File: config.mk
export PLATFORM = sky130hd
export DESIGN_NAME = dct_transpose_buf_flat
export DESIGN_NICKNAME = d
export VERILOG_FILES = /design/src/rtl/dct_transpose_buf_if.sv /design/src/rtl/dct_transpose_buf.sv /design/src/flat_wrapper.sv
export SDC_FILE = /design/constraint.sdc
export NUM_CORES = 1
export LEC_CHECK = 0
export CAP_MARGIN = 20
export CORE_MARGIN = 2
export CORE_UTILIZATION = 60
export CTS_CLUSTER_SIZE = 28
export DETAILED_ROUTE_END_ITERATION = 6
export DONT_BUFFER_PORTS = 1
export GPL_TIMING_DRIVEN = 0
export HOLD_SLACK_MARGIN = 0.03
export PLACE_DENSITY = 0.77
export SYNTH_ARGS = -nofsm -noshare
export SYNTH_HDL_FRONTEND = slang
export SYNTH_SLANG_ARGS = --single-unit
File: constraint.sdc
create_clock -name clk -period 6.05 [get_ports clk]
set_clock_uncertainty 0.05 [all_clocks]
set_input_delay 1.21 -clock clk [delete_from_list [all_inputs] [get_ports clk]]
set_output_delay 1.21 -clock clk [all_outputs]
set_load 0.01 [all_outputs]
File: src/rtl/dct_transpose_buf_if.sv
// Row-in / column-out stream bundle for the 8x8 DCT transpose buffer.
// The master side produces rows and consumes columns; the slave side is the buffer.
interface dct_transpose_buf_if #(
  parameter int unsigned BW = 11
);
  logic            in_valid;
  logic            in_ready;
  logic [8*BW-1:0] in_data;
  logic            out_valid;
  logic            out_ready;
  logic [8*BW-1:0] out_data;
  logic            out_last;
  logic [2:0]      out_col;

  modport master (
    output in_valid,
    output in_data,
    output out_ready,
    input  in_ready,
    input  out_valid,
    input  out_data,
    input  out_last,
    input  out_col
  );

  modport slave (
    input  in_valid,
    input  in_data,
    input  out_ready,
    output in_ready,
    output out_valid,
    output out_data,
    output out_last,
    output out_col
  );
endinterface

File: src/rtl/dct_transpose_buf.sv
// Ping-pong 8x8 transpose buffer: rows are written into one bank while the
// other bank is read out column by column.
module dct_transpose_buf #(
  parameter int unsigned BW = 11
) (
  input logic                clk,
  input logic                reset,
  dct_transpose_buf_if.slave bus
);

  logic [BW-1:0]   r_mem [2][8][8];
  logic            r_wr_bank;
  logic            r_rd_bank;
  logic [2:0]      r_wr_row;
  logic [2:0]      r_rd_col;
  logic [1:0]      r_full;

  logic            w_wr_bank_nxt;
  logic            w_rd_bank_nxt;
  logic [2:0]      w_wr_row_nxt;
  logic [2:0]      w_rd_col_nxt;
  logic [1:0]      w_full_nxt;

  logic            w_in_ready;
  logic            w_out_valid;
  logic            w_wr_fire;
  logic            w_rd_fire;
  logic [8*BW-1:0] w_out_data;

  // Handshakes are forced low while reset is asserted.
  assign w_in_ready  = reset & ~r_full[r_wr_bank];
  assign w_out_valid = reset & r_full[r_rd_bank];
  assign w_wr_fire   = bus.in_valid & w_in_ready;
  assign w_rd_fire   = w_out_valid & bus.out_ready;

  assign bus.in_ready  = w_in_ready;
  assign bus.out_valid = w_out_valid;
  assign bus.out_last  = w_out_valid & (r_rd_col == 3'd7);
  assign bus.out_col   = reset ? r_rd_col : 3'd0;
  assign bus.out_data  = w_out_data;

  // Column read straight from the register array of the draining bank.
  always_comb begin
    w_out_data = '0;
    for (int k = 0; k < 8; k++) begin
      w_out_data[k*BW +: BW] = r_mem[r_rd_bank][3'(k)][r_rd_col];
    end
  end

  always_ff @(posedge clk) begin
    if (w_wr_fire) begin
      for (int k = 0; k < 8; k++) begin
        r_mem[r_wr_bank][r_wr_row][3'(k)] <= bus.in_data[k*BW +: BW];
      end
    end
  end

  // Write and read sides update their own full bit; they never target the same bank.
  always_comb begin
    w_wr_bank_nxt = r_wr_bank;
    w_rd_bank_nxt = r_rd_bank;
    w_wr_row_nxt  = r_wr_row;
    w_rd_col_nxt  = r_rd_col;
    w_full_nxt    = r_full;
    if (w_wr_fire) begin
      w_wr_row_nxt = r_wr_row + 3'd1;
      if (r_wr_row == 3'd7) begin
        w_full_nxt[r_wr_bank] = 1'b1;
        w_wr_bank_nxt         = ~r_wr_bank;
      end
    end
    if (w_rd_fire) begin
      w_rd_col_nxt = r_rd_col + 3'd1;
      if (r_rd_col == 3'd7) begin
        w_full_nxt[r_rd_bank] = 1'b0;
        w_rd_bank_nxt         = ~r_rd_bank;
      end
    end
  end

  always_ff @(posedge clk) begin
    if (!reset) begin
      r_wr_bank <= 1'b0;
      r_rd_bank <= 1'b0;
      r_wr_row  <= 3'd0;
      r_rd_col  <= 3'd0;
      r_full    <= 2'b00;
    end else begin
      r_wr_bank <= w_wr_bank_nxt;
      r_rd_bank <= w_rd_bank_nxt;
      r_wr_row  <= w_wr_row_nxt;
      r_rd_col  <= w_rd_col_nxt;
      r_full    <= w_full_nxt;
    end
  end

endmodule

File: src/flat_wrapper.sv
// flat-port wrapper written by rule: the top's interface ports become plain ports
module dct_transpose_buf_flat 
#(
  parameter int unsigned BW = 11
)
  (clk, reset, bus_in_valid, bus_in_data, bus_out_ready, bus_in_ready, bus_out_valid, bus_out_data, bus_out_last, bus_out_col);
  dct_transpose_buf_if #(.BW(BW)) bus_i ();
  input logic clk;
  input logic reset;
  input wire logic [$bits(bus_i.in_valid)-1:0] bus_in_valid;
  input wire logic [$bits(bus_i.in_data)-1:0] bus_in_data;
  input wire logic [$bits(bus_i.out_ready)-1:0] bus_out_ready;
  output wire logic [$bits(bus_i.in_ready)-1:0] bus_in_ready;
  output wire logic [$bits(bus_i.out_valid)-1:0] bus_out_valid;
  output wire logic [$bits(bus_i.out_data)-1:0] bus_out_data;
  output wire logic [$bits(bus_i.out_last)-1:0] bus_out_last;
  output wire logic [$bits(bus_i.out_col)-1:0] bus_out_col;
  assign bus_i.in_valid = bus_in_valid;
  assign bus_i.in_data = bus_in_data;
  assign bus_i.out_ready = bus_out_ready;
  assign bus_in_ready = bus_i.in_ready;
  assign bus_out_valid = bus_i.out_valid;
  assign bus_out_data = bus_i.out_data;
  assign bus_out_last = bus_i.out_last;
  assign bus_out_col = bus_i.out_col;
  dct_transpose_buf #(.BW(BW)) u_core (.clk(clk), .reset(reset), .bus(bus_i));
endmodule
==> results summary, run 1 <==
The run finished with clean final reports. The global-route usage over all layers came out at 0.279. The slew at the pin with the worst max-slew slack is 1090 ps.

In this run the number of H-tree levels came out at 2. The final layout contains routed wiring with a total length of ~40000 µm. The number of gates given a new drive strength after cts came out at 0. At the worst endpoint, the required time is ~4800 ps. Leaving out fill and tap cells, the most frequent cell in the layout is edfxtp_1.

The cell count after synthesis is a little over 900. The fraction of the yosys area taken by sequential cells is 0.657. The number of synthesis warnings is 0. The number of CTS-inserted buffers is 39.

The net count of the finished layout is 1119. The total grt overflow is 0. The final hold violation count came out at 0.

The worst hold path begins at u_core.r_wr_row[2]$_SDFFE_PN0N_. Entering global routing, the biggest net connects 32 pins. In the layout the commonest cells are edfxtp_1 (352), mux2i_1 (91), mux2_2 (77), mux2_4 (57), buf_4 (49). The share of post-route cells with drive strength above 1 came out at 0.317. The count of buffers added by post-CTS timing repair for setup came out at 0. By area the synthesized netlist is led by edfxtp_1 (64%), mux4_2 (6.0%), mux2i_1 (5.5%).

The worst register-to-register path begins at u_core.r_wr_bank$_SDFFE_PN0P_. The count of hold-fix buffers inserted at cts is 0. The die height is approximately 170 µm. The worst setup path is of the register to output port kind.

The horizontal die dimension came out at ~170 µm. Setup repair after global routing left no endpoint under its margin. The port buffer count came out at 0. The total half-perimeter wirelength after legalization and detailed placement came out at 25200 µm. The number of iterations in the first detailed-routing pass came out at 5.

The I/O pin total came out at between 150 and 200. The slack of the worst reg-to-reg path is around 3300 ps. TritonCTS built the clock tree. The number of synthesized register bits came out at approximately 360. Dividing total power by cell area gives a power density of approximately 300 mW/mm². Relative to the synthesized area, the layout overhead comes to 12.5%.

The count of endpoints failing setup in the final report came out at 0. The worst setup path is launched from a register. The residual antenna-violating net count after detailed routing is 0. The global-route wire length before repair is 57200 µm.

The number of instances on the worst hold path is 2. The final weighted congestion of routability-driven global placement came out at 0.776. The count of standard-cell rows came out at 60. The number of antenna violations at the first check in global routing came out at 0. The relative slew slack is 0.270.

Of the post-synthesis cell area, the dominant cell type holds 0.644. For this configuration, the core starts out at a cell density of 0.611. Counting every sink on the clock net gives around 360.

The minimum setup slack after placement came out at roughly 2500 ps. The via count of the first global-routing pass came to between 8000 and 9000. Using the TritonRoute via totals, the vias-per-cell ratio works out to approximately 6.3. Clock-pin slew was measured on the worst setup and hold paths at 60 ps. The final routed DRC violation total is 0. The final number of max-transition violations is 0. The summed instance area of the synthesized netlist came out at roughly 0.016 mm².

The completed layout was analyzed and its total power is approximately 5500 µW. The die covers ~0.029 mm². The path class of the tightest hold or removal check is register to register. The synthesized design spends more area on one cell type than any other, namely edfxtp_1. The count of antenna diodes in the layout is 0. The worst hold path terminates at u_core.r_wr_row[2]$_SDFFE_PN0N_. The final route contains approximately 9000 vias. After floorplanning, the core was sized to cover approximately 0.027 mm². Dividing the detail-routed wire length by the instance count gives ~29 µm. The buffer cell driving the clock tree root is clkbuf_16. The depth of the worst register-to-register path came out at 7. The post-route minimum period is between 4000 and 5000 ps. The number of maximum-capacitance violations came out at 0. The worst setup path is captured at an output port. The peak supply drop is between 300 and 400 µV. The maximum fanout count along the critical path came out at 10. The initial detailed-routing violation count is around 940. For the worst setup path, the data arrival time is around 2900 ps.

The final setup TNS is 0 ps. The count of cell types in the netlist came out at 35. The worst register-to-register path ends at u_core.r_mem[0][599]$_DFFE_PP_. Clock latency on the worst-skew pair, taken at its later pin, is approximately 530 ps.

Timing would allow up to about 0.24 GHz. The final worst setup slack is approximately 1900 ps. The longest clock path from root to sink contains 3 buffers. Summed over all cells, the static leakage comes to roughly 0.0063 µW. The ratio of final minimum period to clock period came out at 0.685. The post-synthesis average cell area is 17.6 µm².
## layout make-up
cell class              count  area (µm²)
well taps                 341         427
flip-flops and latches    363       10800
multi-input cells         454        4860
repair buffers              8         168
clock buffers              48        1050
inverters                  46         173
plain buffers             111         791
fillers                  1735        8410
clock inverters            21         210
## metal layers
| layer | track usage | share of wire | vias to the layer above |
|---|---|---|---|
| li1 | - | - | 3762 |
| met1 | 0.355 | 0.38 | 4493 |
| met2 | 0.463 | 0.49 | 465 |
| met3 | 0.0758 | 0.094 | 96 |
| met4 | 0.107 | 0.037 | 0 |
| met5 | 0 | 0 | - |
## cell families (layout without fill, tap and decap cells)
| family | Yosys count | in the layout | synth area share |
|---|---|---|---|
| other | 1 | 44 | 0.000228 |
| muxes | 270 | 270 | 0.222 |
| DFF | 363 | 363 | 0.657 |
| buffers and inverters | 157 | 234 | 0.0587 |
| and+or+nand+nor | 41 | 41 | 0.0157 |
| adders and majority gates | 4 | 4 | 0.00305 |
| AOI/OAI and AO/OA | 95 | 95 | 0.0429 |
## Yosys cell counts (all sizes together)
library cell	n
and2	10
a221o	44
conb	1
nor2	11
or3	1
a41oi	1
mux2i	92
a21boi	1
a21oi	44
ha	4
inv	46
o21ai	3
nand3	3
buf	78
nand4b	1
dfxtp	11
mux2	134
edfxtp	352
nand4	3
a31oi	2
mux4	44
nor2b	2
and2b	1
and4b	2
nand2	7
clkbuf	33
## power breakdown
| group | internal (µW) | switching, µW |
|---|---|---|
| logic | 144 | 148 |
| clock network | 1410 | 963 |
| registers | 2810 | 12.2 |
| total | 4360 | 1120 |
## flip-flops by register name (all words and copies together) (netlist names), named ones only
register	count
u_core.r_wr_bank	1
u_core.r_rd_col	3
u_core.r_rd_bank	1
u_core.r_full	2
u_core.r_wr_row	3
u_core.r_mem	352
## per-stage QoR
| stage | utilization | cells | hold slack [ps] | instance area [µm²] |
|---|---|---|---|---|
| CTS | 0.687 | 1392 | 466 | 18500 |
| global placement | 0.633 | 1315 | 431 | 17000 |
| detailed placement | 0.640 | 1323 | 455 | 17200 |
| floorplan | - | 974 | 413 | 16600 |
| global route | 0.687 | 1392 | 490 | 18500 |
| finish | 0.687 | 1392 | 462 | 18500 |
## critical path: stages, from the launching register on
cell	delay [ps]
dfxtp_1	380
buf_2	320
clkbuf_1	850
mux4_2	390
inv_1	50
a21oi_1	360
## worst max-delay path by stage
stage,from,to,cells past startpoint
after global placement,bus_in_valid,u_core.r_mem[1][514]$_DFFE_PP_,5
after CTS,u_core.r_rd_col[0]$_SDFFE_PN0P_,bus_out_data[12],5
final,u_core.r_rd_col[0]$_SDFFE_PN0P_,bus_out_data[20],5
after detailed placement,u_core.r_rd_col[0]$_SDFFE_PN0P_,bus_out_data[20],5
after floorplan,bus_in_valid,u_core.r_mem[0][484]$_DFFE_PP_,5
after global routing,u_core.r_rd_col[0]$_SDFFE_PN0P_,bus_out_data[20],5
(Power assumes the default switching activity.)
==> run 2, diff against run 1 <==
Settings changed: CORE_UTILIZATION 60 to 58.
Clock period 6.05 ns to 3.8 ns, I/O delays scaled along.
==> results summary, run 2 (synthesized netlist as in run 1, its figures left out) <==
The part of the power in the clock network came out at 0.399 (-0.033). The CTS sink count is 363 (unchanged). The count of standard-cell rows came out at 61 (+1.7%). The depth of the worst register-to-register path is 6 (-1). The via total after detailed routing came out at 8764 (-0.59%). The net switching fraction of the power is 0.206 (+0.00107). The ratio of final minimum period to clock period is 0.986. The total grt overflow is 0 (unchanged). The startpoint identified for the worst hold timing path is bus_in_data[2]. The count of buffers added by post-CTS timing repair for setup came to 0 (unchanged). The worst setup path is of the register to output port kind. The clock latency on the worst-skew pair came out at 510 ps (-20 ps). The I/O pin total came out at 186 (unchanged). The maximum clock insertion buffer count came out at 3 (unchanged). Leaving out fill and tap cells, the most frequent cell in the layout is edfxtp_1. The required time of the critical path came out at 2990 ps (-1800 ps). The final hold violation count came out at 0 (unchanged).

The wire length after detailed routing came to 38800 µm (-2.7%). The standby leakage power is 0.00621 µW (-1.3%). The count of antenna diodes in the layout came to 0 (unchanged). The total placed instance area is 0.0172 mm² (+0.22%). The switching component of the power is 1700 µW (+51%). The final weighted congestion of routability-driven global placement came to 0.781 (+0.67%). The total half-perimeter wirelength after legalization and detailed placement came out at 25200 µm (-0.16%). The kind of path behind the tightest hold check is input pin to register. The count of hold-fix buffers inserted at cts came out at 0 (unchanged).

The flip-flop count of the largest register after layout is 352 (unchanged). From synthesis to final layout, the design area changed by 11.6%. The launch point of the worst reg-to-reg path is u_core.r_wr_bank$_SDFFE_PN0P_.

The final worst setup slack came out at 54.0 ps (-1850 ps). The clock tree from TritonCTS is built. The number of CTS-inserted buffers came to 37 (-5.1%).

The largest register by flop count is u_core.r_mem. The final net count came to 1117 (-0.18%). The via count of the first global-routing pass is 8748 (-1.5%). The final number of max-transition violations is 0 (unchanged). The number of placed instances with taps included came to 1360 (+2.8%). The minimum setup slack after placement is 675 ps (-1840 ps).

The post-route minimum period is 3750 ps. The relative slew slack came out at 0.263 (-0.00691). The maximum fanout count along the critical path came out at 10 (unchanged).

Setup repair after global routing left no endpoint under its margin. The clock transition time at the flip-flop clock pins of the worst setup and hold paths is 60 ps (about the same). The final-layout fill cell count is 1905 (+9.8%). The port buffer count came out at 0 (unchanged). The slack of the worst reg-to-reg path is 1000 ps (-2250 ps).

The terminus of the critical flop-to-flop path is u_core.r_mem[0][488]$_DFFE_PP_. The post-layout instance area came out at 0.0183 mm² (-0.82%). The horizontal die dimension is 172 µm (+1.7%). The pin count of the biggest net entering global routing came out at 29 (-9.4%). The worst path arrival time is 2940 ps (+50 ps). The post-layout instance count excluding filler cells came to 1424 (+2.3%). The core box area was 0.0279 mm² (+3.7%).

In the layout the commonest cells are edfxtp_1 (352), mux2i_1 (91), mux2_2 (77), mux2_4 (57), buf_4 (49). The combinational cell fraction of total power came out at 0.056 (+0.003). The number of instances on the worst hold path is 0 (-2).

The global-route usage over all layers was 0.268 (-0.0118). The largest registers in the layout are u_core.r_mem: 352 flops, u_core.r_rd_col: 3 flops, u_core.r_wr_row: 3 flops. The global-route wire length before repair was 56200 µm (-1.7%). The via count normalized by instance count came to 6.15 (-2.8%). The internal power came out at 6560 µW (+50%). The total power density per cell area came out at 451 mW/mm² (+52%).

The slew at the pin with the worst max-slew slack came to 1100 ps (+10.4 ps). The share of post-route cells with drive strength above 1 was 0.312 (-0.00518). The number of levels the H-tree was split into came out at 2 (unchanged). The number of antenna violations at the first check in global routing is 0 (unchanged).

The number of gates given a new drive strength after cts came out at 0 (unchanged). The peak supply drop came to 361 µV (+18%). The buffer cell driving the clock tree root is clkbuf_16. The top achievable clock speed came out at around 0.27 GHz.

The initial detailed-routing violation count is 1036 (+9.7%). The number of iterations in the first detailed-routing pass came out at 5 (unchanged). The worst setup path is launched from a register. The number of maximum-capacitance violations came to 0 (unchanged). The average wire per cell in the routed design came to 27.2 µm (-4.9%). The final routed DRC violation total is 0 (unchanged). STA classifies the critical path endpoint as an output port. The flow ran to the end, and the final reports show no timing, DRC or antenna violations. The die footprint is 0.0297 mm² (+3.4%).

For hold timing, the worst endpoint is u_core.r_mem[0][695]$_DFFE_PP_. The die height came out at 172 µm (+1.7%). The count of endpoints failing setup in the final report came out at 0 (unchanged).

The initial core utilization is 0.589 (-0.0215). The residual antenna-violating net count after detailed routing is 0 (unchanged). The share of power burned in registers is 0.545 (+0.030).
## run 2: cell count changes in the layout (fill, tap and decap cells not counted), sizes merged
cell / previous run / this run
bufinv: 4 / 1
clkbuf: 81 / 76
clkinv: 13 / 18
clkinvlp: 3 / 0
inv: 47 / 48
## run 2: final cells by class
class / count / area [µm²] / share of cell area
clock inverter: 21 / 124 / 0.00676
sequential: 363 / 10800 / 0.589
timing repair buffer: 8 / 160 / 0.00874
tap: 378 / 473 / 0.0258
inverter: 46 / 173 / 0.00943
multi-input combinational: 454 / 4860 / 0.265
buffer: 111 / 791 / 0.0432
clock buffer: 43 / 948 / 0.0518
## run 2: critical path: stages (launching register included)
cell and delay [ps]:
dfxtp_1 370, buf_2 320, clkbuf_1 860, mux4_2 380, inv_1 40, a21oi_1 440
## run 2: metal layers
metal | vias to the layer above | share of wire | global-route usage
met4 | 0 | 0.035 | 0.100
li1 | 3752 | - | -
met5 | - | 0 | 0
met1 | 4444 | 0.38 | 0.349
met3 | 88 | 0.10 | 0.0620
met2 | 480 | 0.48 | 0.442
## run 2: how the worst max path moves through the flow
stage | from | to | cells after the start
final | u_core.r_rd_col[0]$_SDFFE_PN0P_ | bus_out_data[4] | 5
after global routing | u_core.r_rd_col[0]$_SDFFE_PN0P_ | bus_out_data[4] | 5
after CTS | u_core.r_rd_col[0]$_SDFFE_PN0P_ | bus_out_data[4] | 5
after detailed placement | u_core.r_rd_col[0]$_SDFFE_PN0P_ | bus_out_data[4] | 5
after global placement | bus_in_valid | u_core.r_mem[0][512]$_DFFE_PP_ | 5
after floorplan | bus_in_valid | u_core.r_mem[0][484]$_DFFE_PP_ | 5
## run 2: power groups by stage
| stage | sequential (µW) | clock, µW | combinational, µW |
|---|---|---|---|
| 2_1_floorplan | 4580 | 0 | 362 |
| 6_report | 4500 | 3300 | 463 |
| 3_3_place_gp | 4580 | 0 | 434 |
| 5_1_grt | 4500 | 3470 | 496 |
| 4_1_cts | 4500 | 3320 | 460 |
| 3_5_place_dp | 4580 | 0 | 457 |
## run 2: through the flow
step / hold slack [ps] / TNS, ps / power [µW] / utilization
global route: 268 / 0 / 8460 / 0.657
finish: 281 / 0 / 8260 / 0.657
detailed placement: 457 / 0 / 5040 / 0.619
floorplan: 413 / 0 / 4940 / -
CTS: 272 / 0 / 8280 / 0.657
global placement: 435 / -269760 / 5020 / 0.612
